File: config.mk
export PLATFORM = sky130hd
export DESIGN_NAME = readout_stream_buffer
export DESIGN_NICKNAME = d
export VERILOG_FILES = /design/src/rtl/readout_stream_buffer.sv
export SDC_FILE = /design/constraint.sdc
export NUM_CORES = 1
export LEC_CHECK = 0
export CAP_MARGIN = 20
export CORE_MARGIN = 2
export CORE_UTILIZATION = 59
export CTS_CLUSTER_SIZE = 14
export DETAILED_ROUTE_END_ITERATION = 10
export DONT_BUFFER_PORTS = 1
export GPL_ROUTABILITY_DRIVEN = 0
export PLACE_DENSITY_LB_ADDON = 0.12
export SLEW_MARGIN = 20
export SYNTH_ARGS = -nofsm -noshare
export SYNTH_HDL_FRONTEND = slang
export SYNTH_SLANG_ARGS = --single-unit
File: constraint.sdc
create_clock -name clk_i -period 7.6 [get_ports clk_i]
set_input_delay 1.52 -clock clk_i [delete_from_list [all_inputs] [get_ports clk_i]]
set_output_delay 1.52 -clock clk_i [all_outputs]
set_load 0.02 [all_outputs]
File: src/rtl/readout_stream_buffer.sv
// Channel-select capture stage feeding a first-word fall-through FIFO that drains
// over valid/ready. Samples that cannot be stored are dropped and flagged sticky.
module readout_stream_buffer #(
  parameter int unsigned DATA_W = 8,
  parameter int unsigned N_SRC  = 2,
  parameter int unsigned DEPTH  = 8,
  parameter int unsigned SEL_W  = 1,
  parameter int unsigned LVL_W  = 4
) (
  input  logic                    clk_i,
  input  logic                    rst_i,
  input  logic                    en_i,
  input  logic [SEL_W-1:0]        src_sel_i,
  input  logic [N_SRC*DATA_W-1:0] in_data_i,
  input  logic [N_SRC-1:0]        in_valid_i,
  input  logic                    flush_i,
  output logic [DATA_W-1:0]       out_data_o,
  output logic                    out_valid_o,
  input  logic                    out_ready_i,
  output logic [LVL_W-1:0]        level_o,
  output logic                    full_o,
  output logic                    empty_o,
  output logic                    overflow_o
);

  localparam int unsigned PTR_W = (DEPTH > 1) ? $clog2(DEPTH) : 1;

  logic [DATA_W-1:0] mem_q [DEPTH];
  logic [PTR_W-1:0]  wr_ptr_q, wr_ptr_d;
  logic [PTR_W-1:0]  rd_ptr_q, rd_ptr_d;
  logic [LVL_W-1:0]  level_q, level_d;
  logic              full_q, full_d;
  logic              empty_q, empty_d;
  logic              valid_q, valid_d;
  logic              ovf_q, ovf_d;
  logic [DATA_W-1:0] out_data_q, out_data_d;

  logic              sel_valid;
  logic [DATA_W-1:0] sel_data;
  logic              pop, push_req, push, drop, wr_en;
  logic [DATA_W-1:0] head_data;

  // Channel mux; an out-of-range index selects nothing.
  always_comb begin
    sel_valid = 1'b0;
    sel_data  = '0;
    for (int unsigned i = 0; i < N_SRC; i++) begin
      if (32'(src_sel_i) == i) begin
        sel_valid = in_valid_i[i];
        sel_data  = in_data_i[i*DATA_W +: DATA_W];
      end
    end
  end

  // Next-state; the head register is loaded from the post-update read pointer,
  // bypassing the memory when that slot is being written this cycle.
  always_comb begin
    pop      = valid_q & out_ready_i;
    push_req = en_i & sel_valid;
    push     = push_req & (~full_q | pop);
    drop     = push_req & full_q & ~pop;
    wr_en    = push & ~flush_i;

    wr_ptr_d = wr_ptr_q + PTR_W'(push);
    rd_ptr_d = rd_ptr_q + PTR_W'(pop);
    level_d  = level_q + LVL_W'(push) - LVL_W'(pop);
    ovf_d    = ovf_q | drop;

    if (flush_i) begin
      wr_ptr_d = '0;
      rd_ptr_d = '0;
      level_d  = '0;
      ovf_d    = 1'b0;
    end

    full_d  = (level_d == LVL_W'(DEPTH));
    empty_d = (level_d == '0);
    valid_d = (level_d != '0);

    if (wr_en && (wr_ptr_q == rd_ptr_d)) begin
      head_data = sel_data;
    end else begin
      head_data = mem_q[rd_ptr_d];
    end
    out_data_d = valid_d ? head_data : '0;
  end

  always_ff @(posedge clk_i) begin
    if (rst_i) begin
      wr_ptr_q   <= '0;
      rd_ptr_q   <= '0;
      level_q    <= '0;
      full_q     <= 1'b0;
      empty_q    <= 1'b1;
      valid_q    <= 1'b0;
      ovf_q      <= 1'b0;
      out_data_q <= '0;
    end else begin
      wr_ptr_q   <= wr_ptr_d;
      rd_ptr_q   <= rd_ptr_d;
      level_q    <= level_d;
      full_q     <= full_d;
      empty_q    <= empty_d;
      valid_q    <= valid_d;
      ovf_q      <= ovf_d;
      out_data_q <= out_data_d;
    end
  end

  // Storage is left uninitialised on reset.
  always_ff @(posedge clk_i) begin
    if (wr_en && !rst_i) begin
      mem_q[wr_ptr_q] <= sel_data;
    end
  end

  assign out_data_o  = out_data_q;
  assign out_valid_o = valid_q;
  assign level_o     = level_q;
  assign full_o      = full_q;
  assign empty_o     = empty_q;
  assign overflow_o  = ovf_q;

endmodule

==> results of run 1 <==
## cells in the final DEF (no fill, tap or decap), types with 2 or more instances in the layout
| master | n |
|---|---|
| mux2_2 | 8 |
| inv_1 | 8 |
| clkinv_1 | 2 |
| mux2i_1 | 24 |
| a22oi_1 | 8 |
| nand2_1 | 20 |
| dfxtp_1 | 22 |
| a211oi_1 | 7 |
| edfxtp_1 | 64 |
| nand3_1 | 2 |
| clkbuf_8 | 9 |
| nor2_1 | 12 |
| nand2b_1 | 2 |
| clkinvlp_4 | 2 |
| or2_2 | 2 |
| and2_1 | 7 |
| o22ai_1 | 24 |
| ha_1 | 8 |
| xor2_1 | 2 |
| xnor2_1 | 5 |
| nor3_1 | 10 |
## through the flow
stage	util (%)	area, um2	instances	setup WS (ps)
floorplan	-	3654	270	3675
global placement	61.66	3672	332	3195
detailed placement	61.66	3672	332	3109
CTS	64.85	3862	348	3466
global route	64.98	3870	348	3309
finish	64.98	3870	348	3613
## layout make-up
type	count	share of cell area [%]
clock buffers	10	3.298
well taps	75	2.425
multi-input cells	162	30.75
inverters	9	0.8729
clock inverters	6	1.617
flip-flops and latches	86	61.04
## final timing paths
check	startpoint	end	slack, ps
max	out_ready_i	out_data_o[1]	3610
min reg2reg	rd_ptr_q[2]	rd_ptr_q[2]	630
max reg2reg	out_valid_o	out_data_o[1]	4330
min	rd_ptr_q[2]	rd_ptr_q[2]	630
## sequential cells by signal, indices dropped and copies added (netlist names)
| register | cells |
|---|---|
| wr_ptr_q | 3 |
| out_valid_o | 1 |
| empty_o | 1 |
| out_data_o | 8 |
| full_o | 1 |
| rd_ptr_q | 3 |
| overflow_o | 1 |
| level_o | 4 |
| mem_q | 64 |
## power breakdown
part           internal, W  switching (W)
Clock             0.000150       0.000154
Sequential        0.000516      0.0000165
Combinational    0.0000326      0.0000501
## worst max-delay path, cell delays in order
cell and delay [ps]:
nand2_1 50, inv_1 70, ha_1 1000, clkinv_1 750
a22oi_1 360, o22ai_1 110, o22ai_1 210, a211oi_2 100
## logic make-up after synthesis
logic type | synth area share (%)
buffers and inverters | 2.979
flip-flops | 64.66
AO/OA/AOI/OAI | 9.315
adder cells (fa/ha/maj) | 3.288
multiplexers | 9.452
XOR/XNOR | 1.678
AND/OR/NAND/NOR | 8.630
## metal layers
metal	routed length [um]	vias up	GRT usage, %	part of all wire (%)
li1	-	1012	-	-
met1	3104	971	31.06	45
met4	183	0	11.48	2.7
met3	586	15	4.891	8.6
met2	2966	96	33.95	43
met5	0	-	0	0
==> flow_metrics.env, run 1 <==
export IMPL_cap_viol_max_count=0
export IMPL_cts_path_max_buffers=2
export IMPL_cts_resized_gates=0
export IMPL_insertion_delay_ps=360
export IMPL_period_minus_slack_ps=3987
export IMPL_period_share_pct=52.46
export IMPL_crit_type="in -> reg"
export IMPL_grt_pass1_vias=2042
export IMPL_maxSlewViolCount=0
export IMPL_finalSetupTns_ps=0
export IMPL_max_vdd_ir_drop_v=0.0001399
export IMPL_power_density_mw_per_mm2=237.7
export IMPL_seq_area_mm2=0.002362
export IMPL_netlist_top_cells_count="edfxtp_1, mux2i_1, o22ai_1"
export IMPL_power_total_w=0.0009200
export IMPL_design_core_area_mm2=0.005956
export IMPL_slew_headroom_pct=27.98
export IMPL_yosysTopAreaCellShare_pct=52.60
export IMPL_root_buffer="clkbuf_8"
export IMPL_routedWlPerCell_um=19.66
export IMPL_hold_path_depth=2
export IMPL_r2r_cells=8
export IMPL_drt_vias_per_instance=6.017
export IMPL_synth_edff_count=64
export IMPL_p_leak_nw=1.298
export IMPL_ys_ff_latch=86
export IMPL_post_cts_repair_setup_buffers=0
export IMPL_yosys_top_cells_area="edfxtp_1, dfxtp_1, mux2i_1"
export IMPL_setup_viol=0
export IMPL_holdCritPathClass="reg -> reg"
export IMPL_ys_flop_type="edfxtp_1"
export IMPL_drc=0
export IMPL_synthesis_area_mm2=0.003654
export IMPL_outcome="completed"
export IMPL_dieArea_mm2=0.006838
export IMPL_synth_most_common_cell="edfxtp_1"
export IMPL_start_kind="input pin"
export IMPL_syn_avg_cell_area_um2=13.53
export IMPL_vias=2094
export IMPL_post_synth_num_cell_types=43
export IMPL_crit_path_end_kind="flip-flop"
export IMPL_num_rows=28
export IMPL_area_growth_pct=5.925
export IMPL_diodes=0
export IMPL_drive_gt1_share_pct=11.36
export IMPL_cts_buffers=9
export IMPL_hpwl_mm=4.944
export IMPL_hold_violations=0
export IMPL_multi_input_area_mm2=0.001190
export IMPL_clock_sinks=86
export IMPL_detail_route_first_pass_iterations=4
export IMPL_cts_tree="yes"
export IMPL_die_h_um=82.69
export IMPL_ys_seq_area_share_pct=64.66
export IMPL_max_freq_mhz=250.8
export IMPL_final_nets=301
export IMPL_cp_max_fo=21
export IMPL_die_width_um=82.69
export IMPL_cts_max_level=3
export IMPL_yosys_area_top_type="edfxtp_1"
export IMPL_grt_max_degree=22
export IMPL_clk_pin_slew_ps=80
export IMPL_fillers=450
export IMPL_globalRouteTotalUtil_pct=22.56
export IMPL_worst_pin_slew_ps=1080
export IMPL_drt_total_wl_mm=6.841
export IMPL_grt_pass1_wl_mm=10.70
export IMPL_synthArstFlopShare_pct=0
export IMPL_yosysWarnings=0
export IMPL_gr_total_overflow=0
export IMPL_ant_nets=0
export IMPL_io_pins=40
export IMPL_syn_num_nets=303
export IMPL_crit_required_ps=7810
export IMPL_timing_clock_skew_ps=8.190
export IMPL_arrival_ps=4190
export IMPL_syn_inst=270
export IMPL_first_iter_violations=165
export IMPL_io_buffers=0
export IMPL_start_util_pct=61.34
export IMPL_timing_hold_ws_ps=629.3
export IMPL_hold_buffers=0
export IMPL_antenna_found_initial=0
export IMPL_rsz0062_at_grt="no"
Power figures use the tool's default switching activity.
==> inputs of run 2 (changes only) <==
==> constraint.sdc (replaced) <==
create_clock -name clk_i -period 3.7 [get_ports clk_i]
set_input_delay 0.74 -clock clk_i [delete_from_list [all_inputs] [get_ports clk_i]]
set_output_delay 0.74 -clock clk_i [all_outputs]
set_load 0.02 [all_outputs]
==> run 2 against run 1 <==
  * Worst hold slack got worse by 22 ps
  * Clock skew is 2.4 ps lower
  * Routed wire length rose by 0.85%
  * Design area increased by 0.94%
  * Critical path depth stayed put
  * Sequential share of layout area decreased by 0.57 points
  * Final cell count grew 2.0%
  * Global-route usage is 0.48 points lower
  * Die area is the same
  * Total power rose by 100%
  * Largest cell class unchanged
  * Highest routed layer unchanged
==> flow_metrics.env, run 2 (synthesized netlist as in run 1, its figures left out) <==
export IMPL_post_cts_repair_setup_buffers=0
export IMPL_crit_type="reg -> reg"
export IMPL_period_share_pct=73.56
export IMPL_critical_path_top_delay_family="simple AND/OR/NAND/NOR gates"
export IMPL_detail_route_first_pass_iterations=4
export IMPL_hold_path_depth=2
export IMPL_ant_nets=0
export IMPL_drt_vias_per_instance=5.986
export IMPL_max_vdd_ir_drop_v=0.0003025
export IMPL_crit_required_ps=3950
export IMPL_crit_path_end_kind="flip-flop"
export IMPL_place_area_mm2=0.003725
export IMPL_routedWlPerCell_um=19.43
export IMPL_hold_buffers=0
export IMPL_p_leak_nw=1.331
export IMPL_area_growth_pct=6.918
export IMPL_cts_path_max_buffers=2
export IMPL_cts_resized_gates=0
export IMPL_gr_total_overflow=0
export IMPL_globalRouteTotalUtil_pct=22.08
export IMPL_grt_pass1_vias=2009
export IMPL_grt_max_degree=18
export IMPL_cts_max_level=3
export IMPL_cts_buffers=9
export IMPL_slowest_delay_ps=710
export IMPL_finalSetupTns_ps=0
export IMPL_r2r_end="out_data_o[0]"
export IMPL_multi_input_area_mm2=0.001182
export IMPL_setup_viol=0
export IMPL_rsz0062_at_grt="no"
export IMPL_start_kind="flip-flop"
export IMPL_final_nets=308
export IMPL_io_pins=40
export IMPL_power_density_mw_per_mm2=480.6
export IMPL_dieArea_mm2=0.006838
export IMPL_holdCritPathClass="in -> reg"
export IMPL_hold_end="overflow_o"
export IMPL_r2r_start="out_valid_o"
export IMPL_worst_pin_slew_ps=694.7
export IMPL_period_minus_slack_ps=2722
export IMPL_hp_start="en_i"
export IMPL_max_freq_mhz=367.4
export IMPL_clk_pin_slew_ps=80
export IMPL_drive_gt1_share_pct=12.14
export IMPL_postLayoutCellArea_mm2=0.003906
export IMPL_io_buffers=0
export IMPL_final_common_cell="edfxtp_1"
export IMPL_diodes=0
export IMPL_drt_total_wl_mm=6.899
export IMPL_cp_max_fo=14
export IMPL_hold_violations=0
export IMPL_arrival_ps=2970
export IMPL_drc=0
export IMPL_first_iter_violations=221
export IMPL_slew_headroom_pct=53.51
export IMPL_cap_viol_max_count=0
export IMPL_cts_tree="yes"
export IMPL_seq_area_mm2=0.002362
export IMPL_clock_sinks=86
export IMPL_fillers=465
export IMPL_r2r_cells=8
export IMPL_cp_cell_sequence="nand2_1 > inv_1 > ha_1 > nor4bb_1 > a31oi_1 > o32a_1 > or2_0 > a211oi_1"
export IMPL_maxSlewViolCount=0
export IMPL_num_rows=28
export IMPL_final_cell_mix="edfxtp_1, o22ai_1, mux2i_1"
export IMPL_r2r_slack_ps=980
export IMPL_root_buffer="clkbuf_8"
export IMPL_vias=2125
export IMPL_grt_pass1_wl_mm=10.49
export IMPL_max_flop_register="mem_q"
export IMPL_insertion_delay_ps=330
export IMPL_start_util_pct=61.34
export IMPL_cp_num_buf_inv=1
export IMPL_timing_clock_skew_ps=5.802
export IMPL_largest_register_ffs=64
export IMPL_die_h_um=82.69
export IMPL_die_width_um=82.69
export IMPL_slowest_stage="ha_1"
export IMPL_antenna_found_initial=0
export IMPL_design_core_area_mm2=0.005956
export IMPL_hpwl_mm=4.776
export IMPL_outcome="completed"
==> run 2: changes by cell type in the layout (fill, tap and decap cells not counted) <==
cell | before | now
nor3_1 | 10 | 11
clkinv_2 | 0 | 1
nor2b_1 | 0 | 1
nor3_2 | 1 | 0
clkinvlp_2 | 1 | 0
nor2b_2 | 1 | 0
buf_4 | 0 | 7
clkbuf_1 | 1 | 2
clkinv_4 | 1 | 0
clkinvlp_4 | 2 | 1
clkinv_1 | 2 | 3
==> run 2: report_power, final <==
group	total (W)	internal [W]	switching (W)
Clock	0.000606	0.000307	0.000299
Sequential	0.00109	0.00106	0.0000334
Combinational	0.000178	0.0000724	0.000105
==> run 2: per-layer routing <==
| metal | vias up | share of wire, % | global-route usage [%] |
|---|---|---|---|
| met4 | 0 | 0.90 | 3.770 |
| met3 | 5 | 8.2 | 7.065 |
| met1 | 1007 | 45 | 31.44 |
| li1 | 1028 | - | - |
| met2 | 85 | 46 | 34.03 |
| met5 | - | 0 | 0 |
==> run 2: area by class of cell <==
cell class | count | area share (%)
Clock inverter | 5 | 1.281
Multi-Input combinational cell | 162 | 30.27
Clock buffer | 11 | 3.363
Sequential cell | 86 | 60.47
Timing Repair Buffer | 7 | 1.345
Tap cell | 75 | 2.402
Inverter | 9 | 0.8648
==> run 2: how the worst max path moves through the flow <==
stage,from,endpoint,cells after the start
after detailed placement,out_ready_i,out_data_o[6],8
final,out_valid_o,out_data_o[0],8
after floorplan,src_sel_i,out_data_o[1],11
after global placement,src_sel_i,out_data_o[0],11
after global routing,out_valid_o,out_data_o[0],8
after CTS,out_valid_o,out_data_o[6],8
==> run 2: worst register-to-register path, delay by kind of cell (launching register included) <==
kind | cells | cell delay (ps)
flops | 1 | 390
buf+inv | 1 | 70
compound gates | 3 | 640
simple gates | 3 | 820
fa+ha+maj | 1 | 710
==> run 2: through the flow <==
step                cells  setup WS, ps  hold slack [ps]  utilization [%]  power [W]
floorplan             270         555.4            560.0                -   0.001248
global placement      339         750.8            602.8            62.54   0.001291
detailed placement    339         673.4            618.3            62.54   0.001294
CTS                   355         970.2            589.5            65.59   0.001889
global route          355         768.2            582.6            65.59   0.001951
finish                355         978.4            607.2            65.59   0.001878
==> inputs of run 3 (changes only) <==
==> constraint.sdc (replaced) <==
create_clock -name clk_i -period 2.6 [get_ports clk_i]
set_input_delay 0.52 -clock clk_i [delete_from_list [all_inputs] [get_ports clk_i]]
set_output_delay 0.52 -clock clk_i [all_outputs]
set_load 0.02 [all_outputs]
==> run 3 against run 2 <==
  * Register-to-register slack got worse by 810 ps
  * Sequential cell count did not move
  * Combinational power is 58% higher
  * Critical path depth rose by 1
  * Critical endpoint is now out_data_o[3]
  * Highest routed layer unchanged
==> flow_metrics.env, run 3 (synthesized netlist as in run 1, its figures left out) <==
export IMPL_power_total_w=0.002770
export IMPL_detail_route_first_pass_iterations=4
export IMPL_die_width_um=82.69
export IMPL_cts_buffers=9
export IMPL_r2r_slack_ps=160
export IMPL_multi_input_area_mm2=0.001209
export IMPL_period_minus_slack_ps=2436
export IMPL_drive_gt1_share_pct=20.00
export IMPL_crit_path_end_kind="flip-flop"
export IMPL_max_vdd_ir_drop_v=0.0004768
export IMPL_outcome="completed"
export IMPL_diodes=0
export IMPL_seq_area_mm2=0.002364
export IMPL_insertion_delay_ps=350
export IMPL_r2r_start="full_o"
export IMPL_crit_cells=9
export IMPL_dieArea_mm2=0.006838
export IMPL_period_share_pct=93.71
export IMPL_antenna_found_initial=0
export IMPL_timing_clock_skew_ps=7.052
export IMPL_hold_end="rd_ptr_q[0]"
export IMPL_grt_max_degree=18
export IMPL_gr_total_overflow=0
export IMPL_area_growth_pct=11.30
export IMPL_cp_num_buf_inv=1
export IMPL_fin_util_pct=68.28
export IMPL_crit_required_ps=2820
export IMPL_maxSlewViolCount=0
export IMPL_cts_resized_gates=0
export IMPL_drt_total_wl_mm=6.828
export IMPL_clk_pin_slew_ps=80
export IMPL_hold_path_depth=2
export IMPL_holdCritPathClass="in -> reg"
export IMPL_routedWlPerCell_um=18.45
export IMPL_p_leak_nw=1.426
export IMPL_place_inst=355
export IMPL_clock_sinks=86
export IMPL_slew_headroom_pct=66.63
export IMPL_root_buffer="clkbuf_8"
export IMPL_hpwl_mm=4.822
export IMPL_hp_start="rst_i"
export IMPL_final_common_cell="edfxtp_1"
export IMPL_slowest_stage="fa_2"
export IMPL_hold_buffers=0
export IMPL_drt_vias_per_instance=5.797
export IMPL_vias=2145
export IMPL_grt_pass1_vias=1963
export IMPL_worst_pin_slew_ps=499.4
export IMPL_fin_cells=370
export IMPL_start_util_pct=61.34
export IMPL_largest_register_ffs=64
export IMPL_cts_path_max_buffers=2
export IMPL_critical_path_top_delay_family="adder cells"
export IMPL_hold_violations=0
export IMPL_r2r_end="out_data_o[3]"
export IMPL_cp_max_fo=10
export IMPL_io_pins=40
export IMPL_globalRouteTotalUtil_pct=22.40
export IMPL_arrival_ps=2660
export IMPL_cap_viol_max_count=0
export IMPL_setup_viol=0
export IMPL_max_freq_mhz=410.5
export IMPL_start_kind="flip-flop"
export IMPL_final_nets=324
export IMPL_fillers=436
export IMPL_first_iter_violations=140
export IMPL_die_h_um=82.69
export IMPL_timing_hold_ws_ps=372.0
export IMPL_design_core_area_mm2=0.005956
export IMPL_finalSetupTns_ps=0
export IMPL_post_cts_repair_setup_buffers=0
export IMPL_cts_tree="yes"
export IMPL_cts_max_level=3
export IMPL_drc=0
export IMPL_power_density_mw_per_mm2=681.1
export IMPL_io_buffers=0
export IMPL_grt_pass1_wl_mm=10.63
export IMPL_rsz0062_at_grt="no"
export IMPL_max_flop_register="mem_q"
export IMPL_r2r_cells=9
export IMPL_slowest_delay_ps=430
export IMPL_ant_nets=0
export IMPL_cp_cell_sequence="a21bo_2 > nand3_2 > ha_1 > inv_1 > ha_2 > fa_2 > or3_4 > o21ai_4 > a211oi_1"
export IMPL_crit_type="reg -> reg"
export IMPL_num_rows=28
export IMPL_final_cell_mix="edfxtp_1, o22ai_1, mux2i_1"
[run 3: layer usage]
metal | vias up | track usage (%) | wire [um] | share of wire [%]
li1 | 1061 | - | - | -
met1 | 999 | 33.48 | 3303 | 48
met2 | 77 | 32.42 | 3000 | 44
met3 | 8 | 4.565 | 424 | 6.2
met4 | 0 | 8.525 | 99 | 1.4
met5 | - | 0 | 0 | 0
[run 3: layout make-up]
cell class / instances / share of cell area (%)
inverter: 9 / 0.8308
tap: 75 / 2.308
clock inverter: 6 / 1.723
sequential: 86 / 58.12
clock buffer: 9 / 3.046
multi-input combinational: 162 / 29.72
timing repair buffer: 23 / 4.246
[run 3: through the flow]
stage	instance area (um2)	setup slack (ps)
2_1_floorplan	3689	-98.36
3_3_place_gp	3871	-88.18
3_5_place_dp	3871	-102.0
4_1_cts	4065	117.0
5_1_grt	4066	1.666
6_report	4066	163.7
[run 3: power breakdown]
group	leakage [nW]	total (W)	internal [W]	switching, W
clock network	0.100	0.000936	0.000449	0.000487
logic	0.571	0.000281	0.000123	0.000159
registers	0.755	0.00155	0.00151	0.0000427
[run 3: how the worst max path moves through the flow]
stage / start / end / slack (ps)
3_3_place_gp: src_sel_i / out_data_o[0] / -90
6_report: full_o / out_data_o[3] / 160
5_1_grt: full_o / out_data_o[6] / 2
3_5_place_dp: src_sel_i / out_data_o[0] / -100
4_1_cts: out_valid_o / out_data_o[3] / 120
2_1_floorplan: src_sel_i / out_data_o[0] / -100
